File: config.mk
export PLATFORM = sky130hd
export DESIGN_NAME = param_table_loader
export DESIGN_NICKNAME = d
export VERILOG_FILES = /design/src/rtl/param_table_pkg.sv /design/src/rtl/param_table_loader.sv
export SDC_FILE = /design/constraint.sdc
export NUM_CORES = 1
export LEC_CHECK = 0
export BUFFER_PORTS_ARGS = -buffer_cell sky130_fd_sc_hd__buf_2
export CAP_MARGIN = 20
export CORE_UTILIZATION = 59
export CTS_CLUSTER_DIAMETER = 100
export DETAILED_ROUTE_END_ITERATION = 16
export PLACE_DENSITY = 0.9
export SETUP_SLACK_MARGIN = 0.3
export SLEW_MARGIN = 40
export SYNTH_ARGS = -nofsm -noshare
export SYNTH_HDL_FRONTEND = slang
export SYNTH_SLANG_ARGS = --single-unit
File: constraint.sdc
create_clock -name clk -period 12.5 [get_ports clk]
set_input_delay 1.25 -clock clk [delete_from_list [all_inputs] [get_ports clk]]
set_output_delay 1.25 -clock clk [all_outputs]
set_load 0.02 [all_outputs]
File: src/rtl/param_table_pkg.sv
// Shared constants, reset table and FSM state type for the parameter table loader.
package param_table_pkg;

  localparam int unsigned DEPTH = 4;
  localparam int unsigned WIDTH = 32;

  localparam logic [WIDTH-1:0] DEFAULT_TABLE [DEPTH] = '{32'd121, 32'd110, 32'd2, 32'd20};

  typedef enum logic [1:0] {
    StIdle,
    StLoad,
    StCommit
  } state_e;

endpackage

File: src/rtl/param_table_loader.sv
// Loads DEPTH entries into a shadow table, then publishes them to the committed
// outputs in a single edge so a..d never expose a partial load.
module param_table_loader #(
  parameter int unsigned DEPTH = param_table_pkg::DEPTH,
  parameter int unsigned WIDTH = param_table_pkg::WIDTH
) (
  input  logic             clk,
  input  logic             rst,
  input  logic             start,
  input  logic             abort,
  input  logic             in_valid,
  input  logic [WIDTH-1:0] in_data,
  output logic             in_ready,
  output logic [WIDTH-1:0] a,
  output logic [WIDTH-1:0] b,
  output logic [WIDTH-1:0] c,
  output logic [WIDTH-1:0] d,
  output logic             busy,
  output logic             done,
  output logic             err
);

  import param_table_pkg::*;

  localparam int unsigned IdxW = (DEPTH > 1) ? $clog2(DEPTH) : 1;

  state_e           state_q, state_d;
  logic [IdxW-1:0]  index_q, index_d;
  logic             err_q, err_d;
  logic             accept, commit;
  logic [WIDTH-1:0] shadow_q [DEPTH];
  logic [WIDTH-1:0] table_q  [DEPTH];

  always_comb begin
    state_d  = state_q;
    index_d  = index_q;
    err_d    = 1'b0;
    in_ready = 1'b0;
    accept   = 1'b0;
    commit   = 1'b0;
    unique case (state_q)
      StIdle: begin
        if (start) begin
          state_d = StLoad;
          index_d = '0;
        end
      end
      StLoad: begin
        // Abort beats a coincident final beat, so it also withholds ready.
        in_ready = !abort;
        err_d    = start;
        if (abort) begin
          state_d = StIdle;
          index_d = '0;
        end else if (in_valid) begin
          accept = 1'b1;
          if (index_q == IdxW'(DEPTH - 1)) begin
            commit  = 1'b1;
            state_d = StCommit;
            index_d = '0;
          end else begin
            index_d = index_q + 1'b1;
          end
        end
      end
      StCommit: begin
        err_d   = start;
        state_d = StIdle;
      end
      default: state_d = StIdle;
    endcase
  end

  always_ff @(posedge clk) begin
    if (rst) begin
      state_q <= StIdle;
      index_q <= '0;
      err_q   <= 1'b0;
      for (int i = 0; i < DEPTH; i++) begin
        shadow_q[i] <= WIDTH'(DEFAULT_TABLE[i]);
        table_q[i]  <= WIDTH'(DEFAULT_TABLE[i]);
      end
    end else begin
      state_q <= state_d;
      index_q <= index_d;
      err_q   <= err_d;
      if (accept) begin
        shadow_q[index_q] <= in_data;
      end
      // The final beat bypasses the shadow so the table lands on the edge entering
      // COMMIT, lining the new values up with the done pulse.
      if (commit) begin
        for (int i = 0; i < DEPTH; i++) begin
          table_q[i] <= (i == DEPTH - 1) ? in_data : shadow_q[i];
        end
      end
    end
  end

  assign a    = table_q[0];
  assign b    = table_q[1];
  assign c    = table_q[2];
  assign d    = table_q[3];
  assign busy = (state_q != StIdle);
  assign done = (state_q == StCommit);
  assign err  = err_q;

endmodule

==> results of run 1 <==
state kept, by name (all words and copies together) (netlist names):
register / count
index_q: 2
state_q: 2
err: 1
table_q: 128
shadow_q: 96
cell usage after synthesis:
cell type | n | area [um^2]
nor3_4 | 1 | 16.3
mux2i_1 | 2 | 20.0
dfxtp_1 | 5 | 100
buf_2 | 1 | 5.00
nor3b_4 | 2 | 37.5
clkbuf_1 | 4 | 15.0
o21ai_0 | 2 | 10.0
nand2b_1 | 19 | 119
clkbuf_2 | 18 | 90.1
nand2_1 | 1 | 3.75
inv_1 | 5 | 18.8
o31ai_1 | 1 | 7.51
nand2b_2 | 1 | 8.76
and3b_1 | 1 | 8.76
or3_1 | 1 | 6.26
or2_2 | 3 | 18.8
nand4bb_4 | 1 | 27.5
or4_1 | 2 | 15.0
and2_1 | 200 | 1250
nor3b_1 | 1 | 7.51
nor3_2 | 1 | 10.0
o32ai_1 | 1 | 8.76
ha_1 | 5 | 62.6
a21oi_1 | 2 | 10.0
nor2b_1 | 2 | 12.5
edfxtp_1 | 224 | 6730
buf_4 | 1 | 7.51
or2b_1 | 7 | 52.6
o21bai_1 | 1 | 7.51
per-stage QoR:
| stage | cells | total power, mW | area (um^2) |
|---|---|---|---|
| floorplan | 515 | 0.936 | 8680 |
| global placement | 843 | 0.963 | 9680 |
| detailed placement | 846 | 0.967 | 9710 |
| CTS | 883 | 1.57 | 10400 |
| global route | 883 | 1.60 | 10400 |
| finish | 883 | 1.56 | 10400 |
power by group through the flow:
stage / Clock, mW / Combinational [mW] / Sequential [mW]
2_1_floorplan: 0 / 0.0250 / 0.911
3_3_place_gp: 0 / 0.0734 / 0.890
3_5_place_dp: 0 / 0.0767 / 0.891
4_1_cts: 0.617 / 0.0770 / 0.875
5_1_grt: 0.642 / 0.0828 / 0.877
6_report: 0.605 / 0.0762 / 0.875
worst register-to-register path, cell delays in order (launching register included):
cell	delay [ns]
dfxtp_1	0.31
inv_1	0.11
ha_1	0.30
nand4bb_4	0.20
nor3b_4	0.64
buf_6	0.25
or2_2	0.67
cell type report:
cell class	count	area, um^2	area share, %
Sequential cell	229	6830	65.8
Tap cell	180	225	2.17
Clock inverter	10	66.3	0.639
Clock buffer	27	591	5.69
Multi-Input combinational cell	257	1740	16.8
Inverter	5	18.8	0.181
Timing Repair Buffer	175	908	8.75
cells by family (layout without fill, tap and decap cells):
logic type,Yosys count,after routing,synth area share (%)
AND/OR/NAND/NOR,243,243,18.4
flip-flops,229,229,78.6
buffers and inverters,29,217,1.57
AO/OA/AOI/OAI,7,7,0.504
adder cells (fa/ha/maj),5,5,0.720
multiplexers,2,2,0.231
per-layer routing:
layer / GRT usage [%] / routed length [um]
met1: 27.1 / 6350
met2: 35.1 / 7680
met3: 5.26 / 1430
met4: 4.29 / 174
met5: 0 / 0
worst max path at each step:
stage | endpoint | slack [ns] | cells after the start
finish | shadow_q[1][14]$_SDFFCE_PN0P_ | 9.26 | 5
floorplan | table_q[0][0]$_SDFFCE_PN1P_ | 4.48 | 2
global placement | shadow_q[1][18]$_SDFFCE_PN0P_ | 8.79 | 4
global route | shadow_q[1][23]$_SDFFCE_PN0P_ | 9.13 | 5
detailed placement | shadow_q[1][17]$_SDFFCE_PN0P_ | 8.76 | 5
CTS | shadow_q[1][14]$_SDFFCE_PN0P_ | 9.22 | 5
==> flow_metrics.py, run 1 <==
metrics = {
    "outcome": {
        "status": "finished clean",
    },
    "sta": {
        "hold_violations": 0,
        "max_freq_mhz": 309,
        "finalMaxSlewViolations": 0,
        "relSlewSlack_pct": 45.4,
        "fin_crit_sh_pct": 25.9,
        "tightest_slew_ns": 0.820,
        "period_minus_slack_ns": 3.24,
        "hold_ws_ns": 0.497,
        "finalSetupViolations": 0,
        "rsz0062_at_grt": "false",
        "skew_ns": 0.0117,
        "setup_tns_ns": 0,
        "setup_slack_ns": 9.26,
    },
    "routing": {
        "drt-total-wl_um": 15600,
        "first_pass_iters": 4,
        "wl_per_cell_um": 17.7,
        "vias": 4580,
        "drcViolationCount": 0,
        "viasPerCell": 5.19,
        "detail-route-antenna-nets": 0,
        "drtIter0Drc": 277,
    },
    "setup_path": {
        "slowest_delay_ns": 0.67,
        "reg2reg_setup_slack_ns": 9.61,
        "r2r_start": "state_q[1]$_SDFFE_PP0P_",
        "reg2reg_to": "shadow_q[1][14]$_SDFFCE_PN0P_",
        "slowest_stage": "or2_2",
        "crit_chain": "buf_2, nand4bb_4, nor3b_4, buf_6, or2_2",
        "worstPathMaxFanout": 32,
        "cp-end-kind": "register",
        "reg2reg_depth": 6,
        "crit_required_ns": 12.60,
        "crit_type": "in2reg",
        "cp-start-kind": "input pin",
        "crit_start": "rst",
        "arrival_ns": 3.34,
        "cp.buffers_inverters": 2,
        "critPathTopFamily": "simple AND/OR/NAND/NOR gates",
    },
    "placement": {
        "pre_cts_slack_ns": 8.76,
        "globalplace.congestion": 0.803,
        "port_buffers": 168,
        "dp_hpwl_um": 10200,
    },
    "floorplanning": {
        "io-pin-count": 169,
        "die_height_um": 123,
        "core_mm2": 0.0141,
        "die-area_mm2": 0.0152,
        "rows": 43,
        "dieWidth_um": 123,
        "initial_core_util_pct": 61.6,
    },
    "clock_network": {
        "post-cts-setup-buffers": 0,
        "cts.path.max_buffers": 3,
        "cts_root_buf": "clkbuf_16",
        "cts_tree": "built",
        "cts_inserted_buffers": 22,
        "cts_hold_buf": 0,
        "cts_max_level": 1,
        "cts-resized-gates": 0,
        "clk_latency_ns": 0.48,
        "clkSinkCount": 229,
        "cts.reportedPaths.clkPinSlew_ns": 0.06,
    },
    "final_layout": {
        "final_common_cell": "edfxtp_1",
        "final_core_util_pct": 73.6,
        "diodes": 0,
        "layout_common_cells": "edfxtp_1, and2_1, buf_2",
        "finalNetCount": 732,
        "syn2layout_area_growth_pct": 19.5,
        "layout-drive-gt1-share_pct": 30.0,
        "fill_cells": 874,
    },
    "yosys": {
        "synth.avg_cell_area_um2": 16.9,
        "synth-seq-cells": 229,
        "synth_cell_types": 29,
        "syn-num-nets": 557,
        "ys_seq_area_share_pct": 78.6,
        "ys_warn_count": 0,
        "syn_inst": 515,
        "synth_area_mm2": 0.00868,
    },
    "run": {
        "max_cap_viol_count": 0,
    },
    "power": {
        "power_density_mw_per_mm2": 150,
        "leakage_nw": 4.10,
        "seqPwrFrac_pct": 56.2,
        "p_int_mw": 1.24,
        "clkPwrFrac_pct": 38.9,
        "peakVddDrop_mv": 0.0887,
        "combPwrFrac_pct": 4.9,
        "p_switching_mw": 0.315,
        "swShare_pct": 20.2,
    },
    "global_routing": {
        "grt-ovfl-total": 0,
        "grt_usage_pct": 20.7,
        "grt_pass1_vias": 4468,
        "antenna_found_initial": 0,
        "grt_max_degree": 73,
        "grt_first_pass_wirelength_um": 23300,
    },
    "min_path": {
        "hp-start": "shadow_q[0][3]$_SDFFCE_PN1P_",
        "whs_path_depth": 1,
        "hp-class": "reg2reg",
        "hold_end": "table_q[0][3]$_SDFFCE_PN1P_",
    },
}
No activity file was read; power rests on OpenSTA's default activity.
==> run 2: changes to the inputs <==
Settings changed: CORE_UTILIZATION 59 to 49, PLACE_DENSITY 0.9 to 0.81.
Clock period 12.5 ns to 2.9 ns, I/O delays scaled along.
==> run 2 against run 1 <==
  * Setup slack worse by 8.3 ns
  * Cell count is 5.7% higher
  * Flip-flop and latch count stayed put
  * Clock power grew to 4.6 times the previous value
  * Die area is 20% higher
  * Clock skew is 0.0070 ns lower
  * Via count is 1.1% lower
==> flow_metrics.py, run 2 (synthesized netlist as in run 1, its figures left out) <==
metrics = {
    "sta": {
        "rsz0062_at_grt": "false",
        "hold_violations": 0,
        "period_minus_slack_ns": 1.98,
        "setup_tns_ns": 0,
        "skew_ns": 0.00470,
        "max_freq_mhz": 505,
        "hold_ws_ns": 0.0868,
        "relSlewSlack_pct": 64.5,
        "finalMaxSlewViolations": 0,
        "fin_crit_sh_pct": 68.3,
        "tightest_slew_ns": 0.532,
        "finalSetupViolations": 0,
    },
    "clock_network": {
        "cts_hold_buf": 0,
        "cts.path.max_buffers": 3,
        "cts_max_level": 1,
        "cts_root_buf": "clkbuf_16",
        "clk_latency_ns": 0.49,
        "post-cts-setup-buffers": 0,
        "cts-resized-gates": 0,
        "cts.reportedPaths.clkPinSlew_ns": 0.06,
        "cts_tree": "built",
        "clkSinkCount": 229,
        "cts_inserted_buffers": 23,
    },
    "global_routing": {
        "grt_pass1_vias": 4539,
        "grt_max_degree": 63,
        "antenna_found_initial": 1,
        "top_usage_layer": "met2",
        "grt_usage_pct": 17.0,
        "grt_first_pass_wirelength_um": 23400,
        "met2_usage_pct": 30.3,
        "use_met1_pct": 20.0,
        "globalRouteMet3Util_pct": 4.86,
        "grt-ovfl-total": 0,
    },
    "power": {
        "leakage_nw": 4.14,
        "peakVddDrop_mv": 0.518,
        "power_density_mw_per_mm2": 653,
    },
    "outcome": {
        "status": "finished clean",
    },
    "floorplanning": {
        "core_mm2": 0.0173,
        "io-pin-count": 169,
        "die_height_um": 135,
        "dieWidth_um": 135,
        "rows": 48,
        "initial_core_util_pct": 50.2,
        "die-area_mm2": 0.0183,
    },
    "routing": {
        "vias": 4529,
        "first_pass_iters": 4,
        "viasPerCell": 4.85,
        "drtIter0Drc": 316,
        "drcViolationCount": 0,
        "detail-route-antenna-nets": 0,
        "drt-total-wl_um": 15700,
        "wl_per_cell_um": 16.8,
    },
    "setup_path": {
        "crit_type": "reg2reg",
        "reg2reg_setup_slack_ns": 0.92,
        "cp-start-kind": "register",
        "crit_required_ns": 3.26,
        "cp-end-kind": "register",
        "slowest_stage": "buf_4",
        "reg2reg_to": "table_q[1][20]$_SDFFCE_PN0P_",
        "arrival_ns": 2.34,
        "r2r_start": "state_q[1]$_SDFFE_PP0P_",
        "reg2reg_depth": 6,
        "crit_chain": "inv_2, ha_4, nand2b_4, nor3_4, buf_4, and2_1",
        "slowest_delay_ns": 0.49,
        "worstPathMaxFanout": 57,
    },
    "final_layout": {
        "final_common_cell": "edfxtp_1",
        "syn2layout_area_growth_pct": 21.6,
        "layout_common_cells": "edfxtp_1, and2_1, buf_2",
        "reg.largest.list": "table_q x128, shadow_q x96",
        "fill_cells": 1259,
        "top_register": "table_q",
        "final_cells": 933,
        "layout-drive-gt1-share_pct": 32.1,
        "diodes": 0,
        "finalNetCount": 734,
        "largest_register_ffs": 128,
    },
    "min_path": {
        "hp-start": "start",
        "hp-class": "in2reg",
        "hold_end": "err$_SDFF_PP0_",
        "whs_path_depth": 2,
    },
    "placement": {
        "dp_hpwl_um": 9890,
        "port_buffers": 168,
        "globalplace.congestion": 0.804,
        "dp.cells": 892,
    },
    "run": {
        "max_cap_viol_count": 0,
    },
}
-- run 2: final cells by class --
type / instances / area (um^2) / share of cell area, %
timing repair buffer: 176 / 938 / 8.88
sequential: 229 / 6840 / 64.7
multi-input combinational: 257 / 1780 / 16.8
inverter: 5 / 18.8 / 0.178
clock buffer: 26 / 587 / 5.55
tap: 225 / 282 / 2.66
clock inverter: 15 / 125 / 1.18
-- run 2: worst max-delay path: cells and delay by family, from the launching register on --
kind,cells,cell delay (ns)
AND/OR/NAND/NOR,3,0.74
adder cells (fa/ha/maj),1,0.18
flip-flops,1,0.32
buffers and inverters,2,0.58
-- run 2: per-stage QoR --
| stage | util (%) | cell area [um^2] | setup slack, ns | power, mW |
|---|---|---|---|---|
| 6_report | 61.1 | 10600 | 0.919 | 6.90 |
| 5_1_grt | 61.1 | 10600 | 0.768 | 7.11 |
| 4_1_cts | 61.0 | 10600 | 0.755 | 6.96 |
| 3_5_place_dp | 56.9 | 9850 | 0.750 | 4.18 |
| 3_3_place_gp | 56.9 | 9850 | 0.820 | 4.16 |
| 2_1_floorplan | - | 8740 | -0.0932 | 4.03 |
-- run 2: worst max path at each step --
| stage | slack, ns | startpoint | to | cells after the start |
|---|---|---|---|---|
| after detailed placement | 0.75 | rst | shadow_q[1][17]$_SDFFCE_PN0P_ | 4 |
| final | 0.92 | state_q[1]$_SDFFE_PP0P_ | table_q[1][20]$_SDFFCE_PN0P_ | 6 |
| after floorplan | -0.09 | state_q[1]$_SDFFE_PP0P_ | table_q[0][0]$_SDFFCE_PN1P_ | 4 |
| after CTS | 0.76 | state_q[1]$_SDFFE_PP0P_ | shadow_q[1][13]$_SDFFCE_PN0P_ | 5 |
| after global placement | 0.82 | rst | shadow_q[1][16]$_SDFFCE_PN0P_ | 4 |
| after global routing | 0.77 | state_q[1]$_SDFFE_PP0P_ | table_q[1][28]$_SDFFCE_PN0P_ | 6 |
-- run 2: metal layers --
layer | up-vias | wire length [um]
met5 | - | 10
met4 | 2 | 299
met3 | 30 | 1380
met2 | 176 | 7920
met1 | 2170 | 6110
li1 | 2151 | -
-- run 2: report_power, final --
group	switching (mW)	leakage [nW]	internal (mW)
logic	0.235	1.52	0.104
clock network	1.17	0.351	1.63
registers	0.0337	2.27	3.73
total	1.43	4.14	5.47
